**config.mk**
```make
export PLATFORM = sky130hd
export DESIGN_NAME = alu_pipe_flat
export DESIGN_NICKNAME = d
export VERILOG_FILES = /design/src/rtl/alu_pipe_if.sv /design/src/rtl/alu_pipe.sv /design/src/flat_wrapper.sv
export SDC_FILE = /design/constraint.sdc
export NUM_CORES = 1
export LEC_CHECK = 0
export CORE_UTILIZATION = 30
export DETAILED_ROUTE_END_ITERATION = 6
export GPL_TIMING_DRIVEN = 0
export PLACE_DENSITY = 0.59
export SLEW_MARGIN = 10
export SYNTH_ARGS = -nofsm -noshare
export SYNTH_HDL_FRONTEND = slang
export SYNTH_SLANG_ARGS = --single-unit
```
**constraint.sdc**
```tcl
create_clock -name clk -period 2.9 [get_ports clk]
set_input_delay 0.435 -clock clk [delete_from_list [all_inputs] [get_ports clk]]
set_output_delay 0.435 -clock clk [all_outputs]
set_load 0.01 [all_outputs]
```
**src/rtl/alu_pipe_if.sv**
```systemverilog
// ============================================================================
// alu_pipe_if : operand/result handshake bundle for alu_pipe
// Rev 1.0
// ============================================================================
`default_nettype none

interface alu_pipe_if #(
  parameter int WIDTH = 8
);
  logic             in_valid;
  logic             in_ready;
  logic [WIDTH-1:0] a;
  logic [WIDTH-1:0] b;
  logic [2:0]       opcode;
  logic             sat;
  logic             out_valid;
  logic             out_ready;
  logic [WIDTH-1:0] out;
  logic             zero;
  logic             carry;
  logic             negative;
  logic             overflow;

  modport master (
    output in_valid, a, b, opcode, sat, out_ready,
    input  in_ready, out_valid, out, zero, carry, negative, overflow
  );

  modport slave (
    input  in_valid, a, b, opcode, sat, out_ready,
    output in_ready, out_valid, out, zero, carry, negative, overflow
  );
endinterface

`default_nettype wire

```
**src/rtl/alu_pipe.sv**
```systemverilog
// ============================================================================
// alu_pipe : two-stage WIDTH-bit ALU with valid/ready and optional saturation
// Rev 1.0
// ============================================================================
`default_nettype none

module alu_pipe #(
  parameter int WIDTH  = 8,
  parameter int SAT_EN = 1
) (
  input  logic        clk,
  input  logic        rst_n,
  alu_pipe_if.slave   bus
);

  localparam logic [2:0] c_op_add = 3'd0;
  localparam logic [2:0] c_op_sub = 3'd1;
  localparam logic [2:0] c_op_or  = 3'd2;
  localparam logic [2:0] c_op_and = 3'd3;
  localparam logic [2:0] c_op_xor = 3'd4;
  localparam logic [2:0] c_op_sll = 3'd5;
  localparam logic [2:0] c_op_srl = 3'd6;
  localparam logic [2:0] c_op_slt = 3'd7;

  localparam int               c_msb   = WIDTH - 1;
  localparam logic [WIDTH-1:0] c_width = WIDTH'(WIDTH);
  localparam logic [WIDTH-1:0] c_smax  = {1'b0, {(WIDTH-1){1'b1}}};
  localparam logic [WIDTH-1:0] c_smin  = {1'b1, {(WIDTH-1){1'b0}}};

  // Stage 1: captured operands
  logic             r_s1_valid;
  logic [WIDTH-1:0] r_a;
  logic [WIDTH-1:0] r_b;
  logic [2:0]       r_op;
  logic             r_sat;

  // Stage 2: registered result and flags
  logic             r_s2_valid;
  logic [WIDTH-1:0] r_out;
  logic             r_zero;
  logic             r_carry;
  logic             r_negative;
  logic             r_overflow;

  logic             w_s1_adv;
  logic             w_s2_adv;
  logic [WIDTH:0]   w_sum;
  logic [WIDTH:0]   w_diff;
  logic             w_shift_oor;
  logic             w_lt;
  logic             w_sat_allow;
  logic [WIDTH-1:0] w_res;
  logic             w_carry;
  logic             w_ovf;
  logic [WIDTH-1:0] w_final;

  assign w_s2_adv = !r_s2_valid || bus.out_ready;
  assign w_s1_adv = !r_s1_valid || w_s2_adv;

  assign w_sum       = {1'b0, r_a} + {1'b0, r_b};
  // The extra top bit of the difference is the borrow, i.e. unsigned a < b.
  assign w_diff      = {1'b0, r_a} - {1'b0, r_b};
  assign w_shift_oor = (r_b >= c_width);
  assign w_lt        = ($signed(r_a) < $signed(r_b));
  assign w_sat_allow = r_sat && (SAT_EN != 0);

  always_comb begin
    w_res   = '0;
    w_carry = 1'b0;
    w_ovf   = 1'b0;
    case (r_op)
      c_op_add: begin
        w_res   = w_sum[WIDTH-1:0];
        w_carry = w_sum[WIDTH];
        w_ovf   = (r_a[c_msb] == r_b[c_msb]) && (w_sum[c_msb] != r_a[c_msb]);
      end
      c_op_sub: begin
        w_res   = w_diff[WIDTH-1:0];
        w_carry = w_diff[WIDTH];
        w_ovf   = (r_a[c_msb] != r_b[c_msb]) && (w_diff[c_msb] != r_a[c_msb]);
      end
      c_op_or:  w_res = r_a | r_b;
      c_op_and: w_res = r_a & r_b;
      c_op_xor: w_res = r_a ^ r_b;
      c_op_sll: w_res = w_shift_oor ? '0 : (r_a << r_b);
      c_op_srl: w_res = w_shift_oor ? '0 : (r_a >> r_b);
      c_op_slt: w_res = {{(WIDTH-1){1'b0}}, w_lt};
      default:  w_res = '0;
    endcase
  end

  // On ADD/SUB overflow the true result always carries the sign of operand a.
  assign w_final = (w_ovf && w_sat_allow) ? (r_a[c_msb] ? c_smin : c_smax) : w_res;

  always_ff @(posedge clk) begin
    if (!rst_n) begin
      r_s1_valid <= 1'b0;
      r_a        <= '0;
      r_b        <= '0;
      r_op       <= 3'd0;
      r_sat      <= 1'b0;
    end else if (w_s1_adv) begin
      r_s1_valid <= bus.in_valid;
      if (bus.in_valid) begin
        r_a   <= bus.a;
        r_b   <= bus.b;
        r_op  <= bus.opcode;
        r_sat <= bus.sat;
      end
    end
  end

  always_ff @(posedge clk) begin
    if (!rst_n) begin
      r_s2_valid <= 1'b0;
      r_out      <= '0;
      r_zero     <= 1'b0;
      r_carry    <= 1'b0;
      r_negative <= 1'b0;
      r_overflow <= 1'b0;
    end else if (w_s2_adv) begin
      r_s2_valid <= r_s1_valid;
      if (r_s1_valid) begin
        r_out      <= w_final;
        r_zero     <= (w_final == '0);
        r_carry    <= w_carry;
        r_negative <= w_final[c_msb];
        r_overflow <= w_ovf;
      end
    end
  end

  assign bus.in_ready  = !rst_n || w_s1_adv;
  assign bus.out_valid = r_s2_valid;
  assign bus.out       = r_out;
  assign bus.zero      = r_zero;
  assign bus.carry     = r_carry;
  assign bus.negative  = r_negative;
  assign bus.overflow  = r_overflow;

endmodule

`default_nettype wire
```
**src/flat_wrapper.sv**
```systemverilog
// flat-port wrapper written by rule: the top's interface ports become plain ports
module alu_pipe_flat 
#(
  parameter int WIDTH  = 8,
  parameter int SAT_EN = 1
)
  (clk, rst_n, bus_in_valid, bus_a, bus_b, bus_opcode, bus_sat, bus_out_ready, bus_in_ready, bus_out_valid, bus_out, bus_zero, bus_carry, bus_negative, bus_overflow);
  alu_pipe_if #(.WIDTH(WIDTH)) bus_i ();
  input  logic clk;
  input  logic rst_n;
  input wire logic [$bits(bus_i.in_valid)-1:0] bus_in_valid;
  input wire logic [$bits(bus_i.a)-1:0] bus_a;
  input wire logic [$bits(bus_i.b)-1:0] bus_b;
  input wire logic [$bits(bus_i.opcode)-1:0] bus_opcode;
  input wire logic [$bits(bus_i.sat)-1:0] bus_sat;
  input wire logic [$bits(bus_i.out_ready)-1:0] bus_out_ready;
  output wire logic [$bits(bus_i.in_ready)-1:0] bus_in_ready;
  output wire logic [$bits(bus_i.out_valid)-1:0] bus_out_valid;
  output wire logic [$bits(bus_i.out)-1:0] bus_out;
  output wire logic [$bits(bus_i.zero)-1:0] bus_zero;
  output wire logic [$bits(bus_i.carry)-1:0] bus_carry;
  output wire logic [$bits(bus_i.negative)-1:0] bus_negative;
  output wire logic [$bits(bus_i.overflow)-1:0] bus_overflow;
  assign bus_i.in_valid = bus_in_valid;
  assign bus_i.a = bus_a;
  assign bus_i.b = bus_b;
  assign bus_i.opcode = bus_opcode;
  assign bus_i.sat = bus_sat;
  assign bus_i.out_ready = bus_out_ready;
  assign bus_in_ready = bus_i.in_ready;
  assign bus_out_valid = bus_i.out_valid;
  assign bus_out = bus_i.out;
  assign bus_zero = bus_i.zero;
  assign bus_carry = bus_i.carry;
  assign bus_negative = bus_i.negative;
  assign bus_overflow = bus_i.overflow;
  alu_pipe #(.WIDTH(WIDTH), .SAT_EN(SAT_EN)) u_core (.clk(clk), .rst_n(rst_n), .bus(bus_i));
endmodule
```
==> flow_summary.yaml, run 1 <==
sta:
  final-setup-viol-count: 0
  fin_crit_sh_pct: 97.9
  finClkSkew_ns: 0.00750
  hold_slack_ns: 0.461
  finalCriticalPeriod_ns: 2.84
  maxSlewViolCount: 0
  timing_hold_violations_final: 0
  rsz0062_at_grt: "yes"
  worst_slew_pin_slew_ns: 1.27
  slew_headroom_pct: 14.6
  fmax_mhz: 352
synthesis:
  yosysSeqAreaShare_pct: 21.7
  syn_nets: 452
  avgSynthCellArea_um2: 7.58
  syn-cell-area_um2: 3050
  synth-seq-cells: 33
  synth_warnings: 0
  synthCells: 402
  synth_ff_type: "dfxtp_1"
  synth.distinct_cells: 68
  synth_edf_count: 0
  ys_async_sr_fraction_pct: 0
drt:
  antenna_left: 0
  wl_per_cell_um: 16.3
  vias_per_cell: 5.40
  drt_wl_total_mm: 9.67
  drtIter0Drc: 242
  vias: 3198
  drtPass1Iterations: 4
  drc_errors: 0
power_and_ir_drop:
  total_leakage_power_nw: 1.48
  vdd_ir_drop_max_mv: 0.226
  powerDensity_nw_per_um2: 359
worst_setup_path:
  crit_fanout: 4
  worstSetupPathType: "flop to flop"
  crit_path_start_kind: "flop"
  crit_path_end_kind: "flop"
  rrSetupSlack_ns: 0.06
  ff2ff_path_depth: 12
  cp.arrival_ns: 3.05
  critical_path_required_ns: 3.11
global_route:
  grt.total_usage_pct: 18.6
  gr-total-overflow: 0
  grt_pass1_wl_mm: 15.2
  antenna_found_initial: 0
  grt_pass1_vias: 2984
  grt_max_degree: 11
clock_network:
  numClockSinks: 33
  cts_made_buffers: 5
  clockBufferDepth: 2
  clkTransAtPathRegs_ns: 0.07
  clkLatencyLatePin_ns: 0.29
  clockRootBuffer: "clkbuf_8"
  cts_htree_levels: 2
  cts_tree: "built"
  holdBufCountCts: 0
layout:
  layoutNonFillerInstCount: 592
  mostFrequentLayoutCells: "68 x nand2_1, 37 x clkdlybuf4s50_1, 31 x a21oi_1, 22 x inv_1, 22 x dfxtp_1"
  antennaDiodeCount: 0
  nets: 508
  fin_util_pct: 40.9
  area_delta_synth_final_pct: 31.7
  final_common_cell: "nand2_1"
  fill_cells: 1053
  drive_gt1_share_pct: 17.9
placed_design:
  io_buffers: 37
  gp_congestion: 0.983
  dp_hpwl_mm: 7.38
  dp_cells: 572
run:
  maxCapViolCount: 0
floorplanning:
  rows: 36
  initial_utilization_pct: 31.0
  die_height_um: 103
  dieWidth_um: 103
  core-area_um2: 9820
  die-area_um2: 10600
  ioPinCount: 38
min_path:
  worst_hold_path_type: "flop to flop"
  whs_path_depth: 2
outcome:
  status: "finished, final reports clean"
[layout make-up]
type | instances | area [um2] | share of cell area [%]
flip-flops and latches | 33 | 689 | 17.2
well taps | 133 | 166 | 4.15
plain buffers | 24 | 138 | 3.43
clock buffers | 7 | 96.3 | 2.40
repair buffers | 50 | 465 | 11.6
inverters | 24 | 93.8 | 2.34
clock inverters | 1 | 5.00 | 0.125
multi-input cells | 320 | 2360 | 58.8
[critical path, cell delays in order, from the launching register on]
cell and delay (ns):
dfxtp_2 0.33, buf_6 0.12, clkinvlp_4 0.14, ha_4 0.19
nor2b_1 0.13, or2_1 0.27, a221oi_4 0.37, buf_4 0.17
o31ai_2 0.07, o22ai_2 0.15, a2111oi_2 0.11, or4b_4 0.55
o31ai_4 0.17
[metal layers]
layer	global-route usage, %	vias up	wire length (um)
met2	29.2	123	4310
li1	-	1572	-
met4	6.83	0	300
met1	26.0	1481	4490
met5	0	-	0
met3	2.71	22	570
[power breakdown]
group          total, mW  internal, mW  switching, mW
logic              0.535         0.244          0.292
clock network      0.389         0.215          0.175
registers          0.516         0.479         0.0366
total               1.44         0.938          0.503
[final timing paths]
kind | from | endpoint
hold reg to reg | u_core.bus.out[0] | u_core.bus.out[0]
setup / recovery | u_core.r_b[2] | u_core.bus.zero
setup reg to reg | u_core.r_b[2] | u_core.bus.zero
hold / removal | u_core.bus.out[0] | u_core.bus.out[0]
[sequential cells by signal, indices dropped and copies added (netlist names)]
| register | flops |
|---|---|
| u_core.bus.carry | 1 |
| u_core.bus.negative | 1 |
| u_core.bus.out | 7 |
| u_core.bus.out_valid | 1 |
| u_core.bus.overflow | 1 |
| u_core.bus.zero | 1 |
| u_core.r_a | 8 |
| u_core.r_b | 8 |
| u_core.r_op | 3 |
| u_core.r_s1_valid | 1 |
| u_core.r_sat | 1 |
[timing repair]
| item | in CTS | in global routing |
|---|---|---|
| setup endpoints to repair | 10 | 9 |
| pin swaps | 2 | 13 |
| endpoints found under the hold margin | 0 | 0 |
| cloned | 0 | 1 |
| resized for setup | 24 | 41 |
| setup buffers | 3 | 9 |
[cell usage after synthesis (2+ instances only)]
cell type | n | area, um2
a21oi_1 | 34 | 170
nor2_1 | 19 | 71.3
o221ai_1 | 2 | 17.5
o211a_1 | 3 | 30.0
a22oi_1 | 2 | 15.0
o2bb2ai_1 | 2 | 17.5
o31a_1 | 2 | 17.5
mux2i_1 | 6 | 60.1
or4_1 | 2 | 15.0
dfxtp_1 | 33 | 661
o21ai_0 | 24 | 120
a31oi_1 | 3 | 18.8
nand2_1 | 68 | 255
inv_1 | 24 | 90.1
a21boi_0 | 22 | 165
a21o_1 | 4 | 30.0
a2111oi_0 | 2 | 17.5
nor3_1 | 8 | 40.0
a221o_1 | 2 | 20.0
a32oi_1 | 2 | 17.5
o221a_2 | 3 | 33.8
nand2b_1 | 11 | 68.8
a211oi_1 | 3 | 22.5
buf_2 | 8 | 40.0
o22ai_1 | 6 | 37.5
clkbuf_1 | 11 | 41.3
mux4_1 | 2 | 52.6
buf_1 | 3 | 11.3
ha_1 | 24 | 300
nor2b_1 | 7 | 43.8
o21bai_1 | 2 | 15.0
o32ai_1 | 2 | 17.5
o21a_1 | 3 | 22.5
xnor2_1 | 6 | 52.6
a311oi_1 | 4 | 35.0
o31ai_1 | 3 | 22.5
fa_1 | 2 | 40.0
nand3_1 | 8 | 40.0
[cell families after synthesis]
family,count (synthesis),synth area share [%]
fa+ha+maj,26,11.2
xor+xnor,6,1.72
compound gates,143,32.6
simple gates,135,20.9
mux,10,4.80
flops,33,21.7
buf+inv,49,7.10
[stage by stage]
stage | setup TNS [ns] | setup slack (ns) | area, um2 | total power, mW
floorplan | 0 | 0.0293 | 3050 | 0.818
global placement | -3.40 | -0.452 | 3590 | 0.968
detailed placement | -3.58 | -0.436 | 3590 | 0.972
CTS | 0 | 0.00265 | 3790 | 1.39
global route | -0.150 | -0.0738 | 4010 | 1.52
finish | 0 | 0.0598 | 4010 | 1.44
No activity file was read; power rests on OpenSTA's default activity.
==> inputs of run 2 (changes only) <==
- SKIP_CTS_REPAIR_TIMING: not set -> 1
==> run 2 against run 1 <==
Clock skew about the same. Die area is the same. Sequential power about the same. Largest power group unchanged. Final cell count rose by 0.51%.
==> flow_summary.yaml, run 2 (same netlist as run 1, synthesis figures left out) <==
sta:
  timing_hold_violations_final: 0
  maxSlewViolCount: 0
  slew_headroom_pct: 15.7
  finalCriticalPeriod_ns: 2.84
  worst_slew_pin_slew_ns: 1.25
  fin_crit_sh_pct: 97.8
  finClkSkew_ns: 0.00769
  final-setup-viol-count: 0
  rsz0062_at_grt: "yes"
  fmax_mhz: 353
clock_network:
  cts_htree_levels: 2
  cts_tree: "built"
  clkTransAtPathRegs_ns: 0.07
  clockBufferDepth: 2
  numClockSinks: 33
  clockRootBuffer: "clkbuf_8"
  clkLatencyLatePin_ns: 0.28
  cts_made_buffers: 5
layout:
  mostFrequentLayoutCells: "68 x nand2_1, 37 x clkdlybuf4s50_1, 30 x a21oi_1"
  design_area_um2: 4050
  final_common_cell: "nand2_1"
  layoutNonFillerInstCount: 595
  multi_input_area_um2: 2370
  antennaDiodeCount: 0
  seq_area_um2: 687
  fill_cells: 1060
  nets: 511
  area_delta_synth_final_pct: 32.8
  drive_gt1_share_pct: 19.0
global_route:
  grt_pass1_wl_mm: 15.0
  grt_max_degree: 11
  antenna_found_initial: 0
  gr-total-overflow: 0
  grt_pass1_vias: 2909
  grt.total_usage_pct: 18.4
placed_design:
  dp_cells: 572
  gp_congestion: 0.983
  dp_hpwl_mm: 7.38
  placedInstanceArea_um2: 3590
  io_buffers: 37
worst_setup_path:
  worstSetupPathType: "flop to flop"
  crit_path_end_kind: "flop"
  crit_path_start_kind: "flop"
  ff2ff_path_depth: 11
  crit_fanout: 7
  critical_path_required_ns: 3.11
  cp.arrival_ns: 3.04
power_and_ir_drop:
  vdd_ir_drop_max_mv: 0.225
  total_leakage_power_nw: 1.49
  powerDensity_nw_per_um2: 357
  p_total_mw: 1.45
drt:
  wl_per_cell_um: 16.1
  vias_per_cell: 5.34
  vias: 3179
  antenna_left: 0
  drt_wl_total_mm: 9.60
  drtIter0Drc: 241
  drc_errors: 0
  drtPass1Iterations: 4
min_path:
  whs_path_depth: 2
  worst_hold_path_type: "flop to flop"
floorplanning:
  core-area_um2: 9820
  rows: 36
  initial_utilization_pct: 31.0
  die_height_um: 103
  ioPinCount: 38
  dieWidth_um: 103
  die-area_um2: 10600
run:
  maxCapViolCount: 0
outcome:
  status: "finished, final reports clean"
run 2: cell count changes in the layout (fill, tap and decap cells not counted), sizes merged:
cell / delta
buf: +3
run 2: path summary, 6_finish.rpt:
check / start / endpoint / slack, ns
setup / recovery: u_core.r_a[0] / u_core.bus.zero / 0.06
hold / removal: u_core.bus.out[5] / u_core.bus.out[5] / 0.47
setup reg to reg: u_core.r_a[0] / u_core.bus.zero / 0.06
hold reg to reg: u_core.bus.out[5] / u_core.bus.out[5] / 0.47
run 2: critical path: stages, from the launching register on:
cell and delay, ns:
dfxtp_4 0.41, inv_4 0.05, ha_4 0.17, fa_2 0.43, nor3_4 0.19, o31a_1 0.23
or4_4 0.15, a21oi_2 0.04, o32ai_2 0.30, nand3_1 0.11, or4b_4 0.50, o31ai_4 0.17
run 2: metrics by stage:
step / hold slack, ns / util, % / worst slack [ns] / TNS [ns]
detailed placement: 0.464 / 36.5 / -0.436 / -3.58
global placement: 0.456 / 36.5 / -0.452 / -3.40
finish: 0.472 / 41.2 / 0.0631 / 0
floorplan: 0.465 / - / 0.0293 / 0
CTS: 0.476 / 37.6 / -0.450 / -3.69
global route: 0.487 / 41.2 / -0.0555 / -0.172
run 2: area by class of cell:
class                      instances  share of cell area (%)
clock buffer                       7                    2.38
timing repair buffer              53                    12.1
buffer                            24                    3.40
tap                              133                    4.11
multi-input combinational        320                    58.5
inverter                          24                    2.38
clock inverter                     1                   0.124
sequential                        33                    17.0
run 2: layer usage:
metal / up-vias / wire length (um) / GRT usage (%)
li1: 1577 / - / -
met1: 1472 / 4440 / 25.9
met2: 107 / 4280 / 28.3
met3: 23 / 576 / 2.98
met4: 0 / 302 / 6.72
met5: - / 0 / 0
run 2: power breakdown:
part           internal [mW]  switching (mW)  total (mW)
clock                  0.215           0.175       0.389
sequential             0.480          0.0374       0.517
combinational          0.247           0.291       0.539
total                  0.942           0.504        1.45
==> inputs of run 3 (changes only) <==
- CTS_CLUSTER_DIAMETER: not set -> 40
==> results of run 3 <==
Final layout, timing and power as in run 2 (identical DEF).
